### src/rtl/led_seq_pkg.sv
// Shared types and widths for the LED pattern sequencer.
// Mode encodings, bounce direction and initial LED value per mode.
package led_seq_pkg;

    localparam int unsigned LED_W = 4;
    localparam int unsigned SPD_W = 5;

    typedef enum logic [1:0] {
        MODE_BLINK  = 2'd0,
        MODE_CHASE  = 2'd1,
        MODE_BOUNCE = 2'd2,
        MODE_COUNT  = 2'd3
    } mode_e;

    typedef enum logic {
        DIR_LEFT  = 1'b0,
        DIR_RIGHT = 1'b1
    } dir_e;

    // LED value loaded when a mode is entered
    function automatic logic [LED_W-1:0] mode_init_led(input mode_e m);
        logic [LED_W-1:0] v;
        v = '0;
        if (m == MODE_CHASE || m == MODE_BOUNCE) begin
            v = LED_W'(1);
        end
        return v;
    endfunction

endpackage

### src/rtl/led_tick_gen.sv
// Free-running divider with a saturating tap selector; emits a one-cycle tick
// on each rising edge of the selected tap, masked for one cycle after a tap switch.
module led_tick_gen
    import led_seq_pkg::*;
#(
    parameter int unsigned CNT_WIDTH     = 30,
    parameter int unsigned SPEED_MIN     = 0,
    parameter int unsigned SPEED_MAX     = 29,
    parameter int unsigned SPEED_DEFAULT = 23
) (
    input  logic             clk,
    input  logic             rst_n,
    input  logic             fast_pulse,
    input  logic             slow_pulse,
    output logic [SPD_W-1:0] speed_sel,
    output logic             tick
);

    logic [CNT_WIDTH-1:0] r_cnt;
    logic [SPD_W-1:0]     r_speed_sel;
    logic                 r_tap_q;
    logic                 r_spd_chg_q;
    logic                 r_tick;

    logic [SPD_W-1:0]     w_speed_nxt;
    logic [CNT_WIDTH-1:0] w_cnt_shr;
    logic                 w_tap;

    // Saturating speed update; simultaneous fast and slow cancel out
    always_comb begin
        w_speed_nxt = r_speed_sel;
        if (fast_pulse && !slow_pulse && (r_speed_sel != SPD_W'(SPEED_MIN))) begin
            w_speed_nxt = r_speed_sel - SPD_W'(1);
        end else if (slow_pulse && !fast_pulse && (r_speed_sel != SPD_W'(SPEED_MAX))) begin
            w_speed_nxt = r_speed_sel + SPD_W'(1);
        end
    end

    // Shift-then-pick avoids an index wider than the counter
    assign w_cnt_shr = r_cnt >> r_speed_sel;
    assign w_tap     = w_cnt_shr[0];

    always_ff @(posedge clk or negedge rst_n) begin
        if (!rst_n) begin
            r_cnt       <= '0;
            r_speed_sel <= SPD_W'(SPEED_DEFAULT);
            r_tap_q     <= 1'b0;
            r_spd_chg_q <= 1'b0;
            r_tick      <= 1'b0;
        end else begin
            r_cnt       <= r_cnt + CNT_WIDTH'(1);
            r_speed_sel <= w_speed_nxt;
            r_spd_chg_q <= (w_speed_nxt != r_speed_sel);
            r_tap_q     <= w_tap;
            r_tick      <= w_tap & ~r_tap_q & ~r_spd_chg_q;
        end
    end

    assign speed_sel = r_speed_sel;
    assign tick      = r_tick;

endmodule

### src/rtl/led_pattern_sequencer.sv
// Drives the 4-bit LED bank: mode FSM stepped by key pulses, pattern advanced
// on each divider tick from led_tick_gen.
module led_pattern_sequencer
    import led_seq_pkg::*;
#(
    parameter int unsigned CNT_WIDTH     = 30,
    parameter int unsigned SPEED_MIN     = 0,
    parameter int unsigned SPEED_MAX     = 29,
    parameter int unsigned SPEED_DEFAULT = 23
) (
    input  logic             clk,
    input  logic             rst_n,
    input  logic             fast_pulse,
    input  logic             slow_pulse,
    input  logic             mode_pulse,
    output logic [LED_W-1:0] led,
    output logic [1:0]       mode,
    output logic [SPD_W-1:0] speed_sel,
    output logic             tick
);

    mode_e            r_mode;
    mode_e            w_mode_nxt;
    dir_e             r_dir;
    dir_e             w_dir_nxt;
    logic [LED_W-1:0] r_led;
    logic [LED_W-1:0] w_led_nxt;

    logic             w_tick;
    logic [SPD_W-1:0] w_speed_sel;

    led_tick_gen #(
        .CNT_WIDTH     (CNT_WIDTH),
        .SPEED_MIN     (SPEED_MIN),
        .SPEED_MAX     (SPEED_MAX),
        .SPEED_DEFAULT (SPEED_DEFAULT)
    ) u_tick_gen (
        .clk        (clk),
        .rst_n      (rst_n),
        .fast_pulse (fast_pulse),
        .slow_pulse (slow_pulse),
        .speed_sel  (w_speed_sel),
        .tick       (w_tick)
    );

    always_ff @(posedge clk or negedge rst_n) begin
        if (!rst_n) begin
            r_mode <= MODE_BLINK;
            r_dir  <= DIR_LEFT;
            r_led  <= '0;
        end else begin
            r_mode <= w_mode_nxt;
            r_dir  <= w_dir_nxt;
            r_led  <= w_led_nxt;
        end
    end

    // Mode change wins over a coincident tick, which is dropped
    always_comb begin
        w_mode_nxt = r_mode;
        w_dir_nxt  = r_dir;
        w_led_nxt  = r_led;
        if (mode_pulse) begin
            case (r_mode)
                MODE_BLINK:  w_mode_nxt = MODE_CHASE;
                MODE_CHASE:  w_mode_nxt = MODE_BOUNCE;
                MODE_BOUNCE: w_mode_nxt = MODE_COUNT;
                MODE_COUNT:  w_mode_nxt = MODE_BLINK;
                default:     w_mode_nxt = MODE_BLINK;
            endcase
            w_dir_nxt = DIR_LEFT;
            w_led_nxt = mode_init_led(w_mode_nxt);
        end else if (w_tick) begin
            case (r_mode)
                MODE_BLINK: w_led_nxt = ~r_led;
                MODE_CHASE: w_led_nxt = {r_led[LED_W-2:0], r_led[LED_W-1]};
                MODE_BOUNCE: begin
                    // Reverse at either end; the end LED is shown once per sweep
                    if (r_dir == DIR_LEFT) begin
                        if (r_led[LED_W-1]) begin
                            w_dir_nxt = DIR_RIGHT;
                            w_led_nxt = r_led >> 1;
                        end else begin
                            w_led_nxt = r_led << 1;
                        end
                    end else begin
                        if (r_led[0]) begin
                            w_dir_nxt = DIR_LEFT;
                            w_led_nxt = r_led << 1;
                        end else begin
                            w_led_nxt = r_led >> 1;
                        end
                    end
                end
                MODE_COUNT: w_led_nxt = r_led + LED_W'(1);
                default: begin
                    w_mode_nxt = MODE_BLINK;
                    w_dir_nxt  = DIR_LEFT;
                    w_led_nxt  = '0;
                end
            endcase
        end
    end

    assign led       = r_led;
    assign mode      = 2'(r_mode);
    assign speed_sel = w_speed_sel;
    assign tick      = w_tick;

endmodule

### config.mk
export PLATFORM = sky130hd
export DESIGN_NAME = led_pattern_sequencer
export DESIGN_NICKNAME = d
export VERILOG_FILES = /design/src/rtl/led_seq_pkg.sv /design/src/rtl/led_tick_gen.sv /design/src/rtl/led_pattern_sequencer.sv
export SDC_FILE = /design/constraint.sdc
export NUM_CORES = 1
export LEC_CHECK = 0
export CAP_MARGIN = 40
export CELL_PAD_IN_SITES_DETAIL_PLACEMENT = 1
export CELL_PAD_IN_SITES_GLOBAL_PLACEMENT = 1
export CORE_MARGIN = 2
export CORE_UTILIZATION = 45
export CTS_CLUSTER_SIZE = 24
export DETAILED_ROUTE_END_ITERATION = 6
export DONT_BUFFER_PORTS = 1
export PLACE_DENSITY_LB_ADDON = 0.1
export SLEW_MARGIN = 20
export SYNTH_ARGS = -nofsm -noshare
export SYNTH_HDL_FRONTEND = slang
export SYNTH_SLANG_ARGS = --single-unit
### constraint.sdc
create_clock -name clk -period 3.86 [get_ports clk]
set_input_delay 0.386 -clock clk [delete_from_list [all_inputs] [get_ports clk]]
set_output_delay 0.386 -clock clk [all_outputs]
set_load 0.02 [all_outputs]
* Yosys cells after proc, flatten, opt, wreduce, memory -nomap -nowiden
Cells that the tools add are included.
Cells by class: $add $sub $neg 4, equal/unequal tests 7, shifts and indexed selects 1, mux-type cells 17, bitwise operators 5, reductions and logical operators 12
Operator list (number):
- $add 30x1->30 const B | 1
- $shr 30x5->1 | 1
- $mux 4 | 5
- $pmux 4 s4 | 1
- $mux 5 | 2
- $pmux 2 s4 | 1
- $mux 1 | 7
- $eq 2x2->1 const B | 3
- $add 5x1->5 const B | 1
- $ne 5x5->1 | 1
- $ne 5x5->1 const B | 1
- $reduce_bool 5->1 | 1
- $sub 5x1->5 const B | 1
- $add 4x1->4 const B | 1
- $eq 2x1->1 const B | 2
- $logic_and 1x1->1 | 4
- $not 4->4 | 1
- $reduce_bool 2->1 | 2
- $and 1x1->1 | 2
- $logic_not 1->1 | 2
- $logic_not 2->1 | 1
- $mux 2 | 1
- $not 1->1 | 2
- $reduce_and 2->1 | 1
- $logic_or 1x1->1 | 1
Word-level totals: register bits 45, bits of input ports 5, output and inout bits 12, word-level logic and storage cells 54

* Depth between registers and ports, before layout
Gate-level depths: netlist (run 1).
depth in word-level cells 7, depth in mapped cells 8, mapped depth without buffers 7

* Modules after synthesis
A second synthesis (run 1) with hierarchy kept.
Second synthesis, totals: cells, all modules 243, area total of the unflattened synthesis 2672.6 µm²
By module, submodules not included:
- led_tick_gen | instances 1, cells an instance 172, area an instance 2043.2 µm², seq. area each 955.9 µm²
- led_pattern_sequencer | instances 1, cells an instance 71, area an instance 629.4 µm², seq. area each 175.2 µm²

* Worst setup path before layout (run 1)
OpenSTA, ideal clock, no wires.
path kind register -> register, start point register u_tick_gen.r_speed_sel[0], in the netlist u_tick_gen.speed_sel[0], end point register u_tick_gen.r_tick, in the netlist u_tick_gen.tick, library setup time 0.119 ns, arrival 2.022 ns, data required time 3.741 ns, setup slack 1.719 ns, stages on the path, launching flop included 7, path buffers 1, clock period less this slack 2.141 ns, cells stage by stage dfstp_2 > buf_6 > mux2_4 > and3_1 > or4_1 > and4_4 > nor3b_2
Between the ends: longest elaborated chain between the ends 3
RTL lines:
- start, declared | RTL line led_tick_gen.sv:20 | logic [SPD_W-1:0] r_speed_sel;
- start signal, assigned | RTL line led_tick_gen.sv:46 | r_speed_sel <= SPD_W'(SPEED_DEFAULT);
- start signal, assigned | RTL line led_tick_gen.sv:52 | r_speed_sel <= w_speed_nxt;
- $shr 30x5->1 | RTL line led_tick_gen.sv:40 | assign w_cnt_shr = r_cnt >> r_speed_sel;
- via u_tick_gen.w_cnt_shr[0] | RTL line led_tick_gen.sv:26 | logic [CNT_WIDTH-1:0] w_cnt_shr;
- $and 1x1->1 (2 in series) | RTL line led_tick_gen.sv:55 | r_tick <= w_tap & ~r_tap_q & ~r_spd_chg_q;
- end signal, assigned | RTL line led_tick_gen.sv:55
- end, declared | RTL line led_tick_gen.sv:23 | logic r_tick;
The timed path passes the listed nets, and every way through them passes these cells. A chain may end at the register's enable or synchronous reset.

* Worst setup path after layout (run 1)
Same ends and word-level chain as after synthesis.

==> impl_metrics.json, run 1 <==
{
  "status": "finished, final reports clean",
  "power.share.sequential": 0.525,
  "cp_cell_sequence": "mux2_4, and3_1, or4_1, and4_4, nor3b_2",
  "syn_nets": 253,
  "ir_drop_mv": 0.382,
  "cp-end-kind": "flip-flop",
  "timing.final.crit_period_ns": 2.25,
  "switchingPower_w": 0.000593,
  "grt_util_met3": 0.0432,
  "synth_commonest_cells": "41 x dfrtp_1, 26 x xnor2_1, 19 x nand3_1, 17 x nand2_1, 12 x inv_1",
  "path_delay_family": "simple AND/OR/NAND/NOR gates",
  "clk_pin_slew_worst_paths_ns": 0.08,
  "drt_iter0_drc": 37,
  "dp_hpwl_microns": 3780,
  "combPwrFrac": 0.287,
  "netlist_area_sq_um": 2540,
  "drv_slew": 0,
  "finalHoldViolCount": 0,
  "cellLeakagePower_nw": 1.19,
  "die-area_sq_um": 6250,
  "synth-edff-count": 0,
  "detail_route.first_pass.iterations": 4,
  "post_cts_buffers": 0,
  "slew_headroom": 0.594,
  "clockPowerShare": 0.188,
  "wire_per_inst_microns": 16.9,
  "grt.overflow.total": 0,
  "io_pins": 17,
  "cts_buffers": 5,
  "grt.busiest_layer": "met2",
  "placedCellCount": 299,
  "fp.dieH_microns": 79.1,
  "syn_avg_cell_area_sq_um": 10.7,
  "die_w_microns": 79.1,
  "p_per_area_nw_per_um2": 550,
  "hold_path.startpoint": "mode_pulse",
  "diodes": 0,
  "core_sq_um": 5470,
  "reg2reg_depth": 5,
  "path_class": "flip-flop to flip-flop",
  "yosysSeqAreaShare": 0.446,
  "timing.final.crit_share": 0.583,
  "vias": 1778,
  "hold_path.class": "input port to flip-flop",
  "area_delta_synth_final_pct": 6.02,
  "ys_ff_latch": 45,
  "grt_max_degree": 46,
  "holdPathStages": 1,
  "setup-violations-final": 0,
  "layout-drive-gt1-share": 0.0633,
  "grtUsageMet1": 0.227,
  "ctsHtreeMaxLevel": 2,
  "grt_pass1_wl_microns": 8980,
  "yosysUniqueCellTypes": 41,
  "synthCells": 238,
  "clock_latency_ns": 0.29,
  "critPathBufInv": 0,
  "yosys.area.top_type_share": 0.405,
  "yosysMostFrequentCell": "dfrtp_1",
  "yosys-top-cells-area": "dfrtp_1 40%, xnor2_1 9.0%, mux4_1 5.2%",
  "p_int_w": 0.000885,
  "worst_path_max_delay_cell": "dfstp_2",
  "synth_flop_cell": "dfrtp_1",
  "synthArstFlopShare": 1.00,
  "cp-startpoint": "u_tick_gen.speed_sel[0]",
  "cp.required_ns": 4.05,
  "cts.sinks": 45,
  "routed_wl_microns": 5240,
  "gp_congestion": 0.759,
  "fill_cells": 614,
  "ys_warn_count": 0,
  "cts_root_buf": "clkbuf_8",
  "grt_pass1_vias": 1865,
  "worstPathArrival_ns": 2.44,
  "setup_tns_ns": 0,
  "total_power_w": 0.00148,
  "reg2reg_from": "u_tick_gen.speed_sel[0]",
  "crit_cells": 5,
  "worstPathMaxFanout": 13,
  "viasPerCell": 5.75,
  "port_buffers": 0,
  "tightestPinTransition_ns": 0.606,
  "slowest_delay_ns": 0.78,
  "rows": 27,
  "switching_share": 0.401,
  "max_freq_mhz": 444,
  "start_util": 0.463,
  "synth_top_cell_by_area": "dfrtp_1",
  "track_usage": 0.183,
  "antenna_found_initial": 0,
  "drt.antenna.violating_nets": 0,
  "clockBufferDepth": 2,
  "fin_util": 0.491,
  "startpoint_type": "flip-flop",
  "grt_setup_unrepaired": "no",
  "drc": 0,
  "layout.cells.non_filler": 309,
  "final_nets": 251,
  "fin_skew_ns": 0.00898,
  "cts_tree": "yes",
  "timing.max_cap.violations": 0,
  "grt_use_met2": 0.319
}
[worst reg2reg max path, stage by stage (launching register included)]
cell	delay (ns)
dfstp_2	0.78
mux2_4	0.33
and3_1	0.17
or4_1	0.50
and4_4	0.21
nor3b_2	0.15
[timing repair]
| item | 4_1_cts | 5_1_grt |
|---|---|---|
| hold buffers | 2 | 0 |
| gates resized for setup | 0 | 0 |
| endpoints found under the hold margin | 45 | 0 |
[flip-flops by register name, indices dropped and copies added, names as in the netlist]
signal and cells:
u_tick_gen.r_cnt 30, u_tick_gen.speed_sel 5, led 4, mode 2
r_dir 1, u_tick_gen.r_spd_chg_q 1, u_tick_gen.r_tap_q 1, u_tick_gen.tick 1
[kinds of logic after synthesis]
family | count (synthesis) | synth area share
and+or+nand+nor | 83 | 0.177
DFF | 45 | 0.446
xor gates and xnor gates | 33 | 0.114
AOI/OAI and AO/OA | 29 | 0.0804
buffers and inverters | 23 | 0.0400
muxes | 15 | 0.0932
adders and majority gates | 10 | 0.0493
[power by group through the flow]
stage	Sequential, W	Clock [W]	Combinational, W
2_1_floorplan	0.000679	0	0.000425
3_3_place_gp	0.000780	0	0.000388
3_5_place_dp	0.000787	0	0.000408
4_1_cts	0.000777	0.000291	0.000425
5_1_grt	0.000797	0.000313	0.000473
6_report	0.000776	0.000277	0.000425
[cells in the final DEF, fill, tap and decap left out, types with 2 or more instances in the layout]
| cell type | n |
|---|---|
| nor2b_1 | 2 |
| clkbuf_8 | 5 |
| and3_1 | 8 |
| inv_1 | 12 |
| and4_1 | 3 |
| nand2_1 | 17 |
| o211ai_1 | 3 |
| mux4_1 | 5 |
| o21ai_0 | 3 |
| nand2b_1 | 6 |
| xor2_1 | 7 |
| nor3_1 | 2 |
| mux2i_1 | 9 |
| dfstp_2 | 4 |
| dfrtp_1 | 41 |
| a21oi_1 | 8 |
| clkbuf_1 | 2 |
| xnor2_1 | 26 |
| a31oi_1 | 2 |
| ha_1 | 10 |
| nand3_1 | 19 |
| nor2_1 | 11 |
| nand4_1 | 10 |
| a22oi_1 | 2 |
[metal layers]
metal / vias up / part of all wire
li1: 847 / -
met1: 907 / 0.46
met2: 22 / 0.50
met3: 2 / 0.028
met4: 0 / 0.0032
met5: - / 0
[area by class of cell]
| cell class | instances | area [sq um] | share of cell area |
|---|---|---|---|
| multi-input cells | 170 | 1300 | 0.485 |
| repair buffers | 2 | 37.5 | 0.0140 |
| well taps | 72 | 90.1 | 0.0335 |
| inverters | 12 | 45.0 | 0.0168 |
| clock inverters | 1 | 5.00 | 0.00186 |
| clock buffers | 7 | 76.3 | 0.0284 |
| flip-flops and latches | 45 | 1130 | 0.421 |
[metrics by stage]
step                      area (sq um)  hold WS, ns  setup WS, ns
final                             2690        0.144          1.61
after global routing              2690        0.119          1.56
after CTS                         2690        0.129          1.60
after detailed placement          2570       0.0918          1.62
after global placement            2570       0.0918          1.67
after floorplan                   2540       0.0904          1.72
[path summary, 6_finish.rpt]
check                                           to  slack (ns)
max                                u_tick_gen.tick        1.61
min                                         led[1]        0.14
max reg2reg                        u_tick_gen.tick        1.61
min reg2reg                        u_tick_gen.tick        0.42
max in group asynchronous  u_tick_gen.speed_sel[4]        3.00
min in group asynchronous                   led[1]        0.61
No activity file was read; power rests on OpenSTA's default activity.
==> run 2, diff against run 1 <==
==> constraint.sdc (replaced) <==
create_clock -name clk -period 2.3 [get_ports clk]
set_input_delay 0.23 -clock clk [delete_from_list [all_inputs] [get_ports clk]]
set_output_delay 0.23 -clock clk [all_outputs]
set_load 0.02 [all_outputs]
==> run 2 against run 1 <==
- total power up 73%
- die area unchanged
- largest power group unchanged
- setup slack worse by 1.4 ns
- critical path depth unchanged
- fmax up 6.0%
- clock power up 78%
- via count up 2.4%
- wire length up 6.1%
- final cell count up 0.97%
- sequential power up 62%
- critical endpoint unchanged
==> impl_metrics.json, run 2 (synthesized netlist as in run 1, its figures left out) <==
{
  "status": "finished, final reports clean",
  "ir_drop_mv": 0.413,
  "max_freq_mhz": 471,
  "grt.busiest_layer": "met2",
  "post_cts_buffers": 0,
  "worstPathMaxFanout": 15,
  "gp_congestion": 0.829,
  "finalHoldViolCount": 0,
  "reg2reg_depth": 5,
  "design_area_sq_um": 2730,
  "vias": 1820,
  "largest_register_ffs": 30,
  "setup_tns_ns": 0,
  "clockPowerShare": 0.193,
  "io_pins": 17,
  "routed_wl_microns": 5560,
  "cts_hold_buffers": 3,
  "core_sq_um": 5470,
  "dp_slack_ns": 0.202,
  "final_common_cell": "dfrtp_1",
  "worstPathArrival_ns": 2.31,
  "tightestPinTransition_ns": 0.628,
  "cts_resized": 0,
  "timing.max_cap.violations": 0,
  "cp.required_ns": 2.49,
  "final_nets": 255,
  "drt.antenna.violating_nets": 0,
  "startpoint_type": "flip-flop",
  "combPwrFrac": 0.314,
  "grtUsageMet1": 0.227,
  "timing.final.crit_share": 0.924,
  "cp-end-kind": "flip-flop",
  "fill_cells": 618,
  "viasPerCell": 5.83,
  "p_per_area_nw_per_um2": 935,
  "switching_share": 0.399,
  "power.share.sequential": 0.493,
  "grt_max_degree": 46,
  "timing.final.crit_period_ns": 2.12,
  "start_util": 0.463,
  "fp.dieH_microns": 79.1,
  "cts.sinks": 45,
  "reg2reg_from": "u_tick_gen.speed_sel[1]",
  "wire_per_inst_microns": 17.8,
  "r2r_slack_ns": 0.18,
  "area.sequential_sq_um": 1130,
  "grt_pass1_wl_microns": 9580,
  "place_area_sq_um": 2580,
  "path_class": "flip-flop to flip-flop",
  "fin_util": 0.499,
  "clockBufferDepth": 2,
  "drv_slew": 0,
  "multi_input_area_sq_um": 1300,
  "dp_hpwl_microns": 3860,
  "grt_setup_unrepaired": "no",
  "antenna_found_initial": 0,
  "mostFrequentLayoutCells": "41 x dfrtp_1, 26 x xnor2_1, 19 x nand3_1",
  "cts_root_buf": "clkbuf_8",
  "fin_skew_ns": 0.00528,
  "cts_tree": "yes",
  "setup_ws_ns": 0.175,
  "setup-violations-final": 0,
  "grt_util_met3": 0.0409,
  "grt.overflow.total": 0,
  "clock_latency_ns": 0.30,
  "cellLeakagePower_nw": 1.21,
  "clk_pin_slew_worst_paths_ns": 0.08,
  "port_buffers": 0,
  "die-area_sq_um": 6250,
  "ctsHtreeMaxLevel": 2,
  "drt_iter0_drc": 135,
  "grt_use_met2": 0.367,
  "cts_buffers": 5,
  "drc": 0,
  "track_usage": 0.199,
  "grt_pass1_vias": 1964,
  "die_w_microns": 79.1,
  "layout-drive-gt1-share": 0.0708,
  "reg2reg_to": "u_tick_gen.tick",
  "rows": 27,
  "regMostFlops": "u_tick_gen.r_cnt",
  "slew_headroom": 0.579,
  "area_delta_synth_final_pct": 7.60,
  "detail_route.first_pass.iterations": 4,
  "crit_end": "u_tick_gen.tick",
  "diodes": 0,
  "switchingPower_w": 0.00102,
  "cp-startpoint": "u_tick_gen.speed_sel[1]",
  "p_int_w": 0.00153,
  "hold_path.class": "input port to flip-flop"
}
run 2: layout make-up:
| cell class | instances | share of cell area |
|---|---|---|
| clock buffers | 7 | 0.0316 |
| flip-flops and latches | 45 | 0.414 |
| multi-input cells | 170 | 0.478 |
| well taps | 72 | 0.0330 |
| inverters | 12 | 0.0165 |
| repair buffers | 6 | 0.0266 |
run 2: power by group through the flow:
| stage | clock network (W) | registers [W] | logic [W] |
|---|---|---|---|
| 2_1_floorplan | 0 | 0.00114 | 0.000713 |
| 3_3_place_gp | 0 | 0.00126 | 0.000728 |
| 3_5_place_dp | 0 | 0.00127 | 0.000767 |
| 4_1_cts | 0.000516 | 0.00126 | 0.000799 |
| 5_1_grt | 0.000545 | 0.00128 | 0.000891 |
| 6_report | 0.000493 | 0.00126 | 0.000801 |
run 2: through the flow:
stage          total power (W)  hold slack [ns]  instances
2_1_floorplan          0.00185          -0.0656        238
3_3_place_gp           0.00199          -0.0641        301
3_5_place_dp           0.00204          -0.0640        301
4_1_cts                0.00257         0.000178        311
5_1_grt                0.00272           0.0293        312
6_report               0.00255           0.0441        312
run 2: how the worst min path moves through the flow:
stage                from                  to  slack (ns)  cells past startpoint
6_report       mode_pulse             mode[1]        0.04                      1
5_1_grt        mode_pulse             mode[1]        0.03                      1
3_3_place_gp        rst_n  u_tick_gen.r_tap_q       -0.06                      0
2_1_floorplan       rst_n              led[0]       -0.07                      0
3_5_place_dp        rst_n     u_tick_gen.tick       -0.06                      0
4_1_cts        mode_pulse             mode[0]      0.0002                      1
run 2: critical path: stages (launching register included):
cell	delay, ns
dfstp_2	0.78
inv_1	0.16
and3_1	0.19
or4_1	0.53
and4_4	0.22
nor3b_2	0.14
run 2: metal layers:
metal	wire length [microns]	share of wire
met3	142	0.026
met2	2930	0.53
met5	0	0
met1	2400	0.43
met4	85	0.015
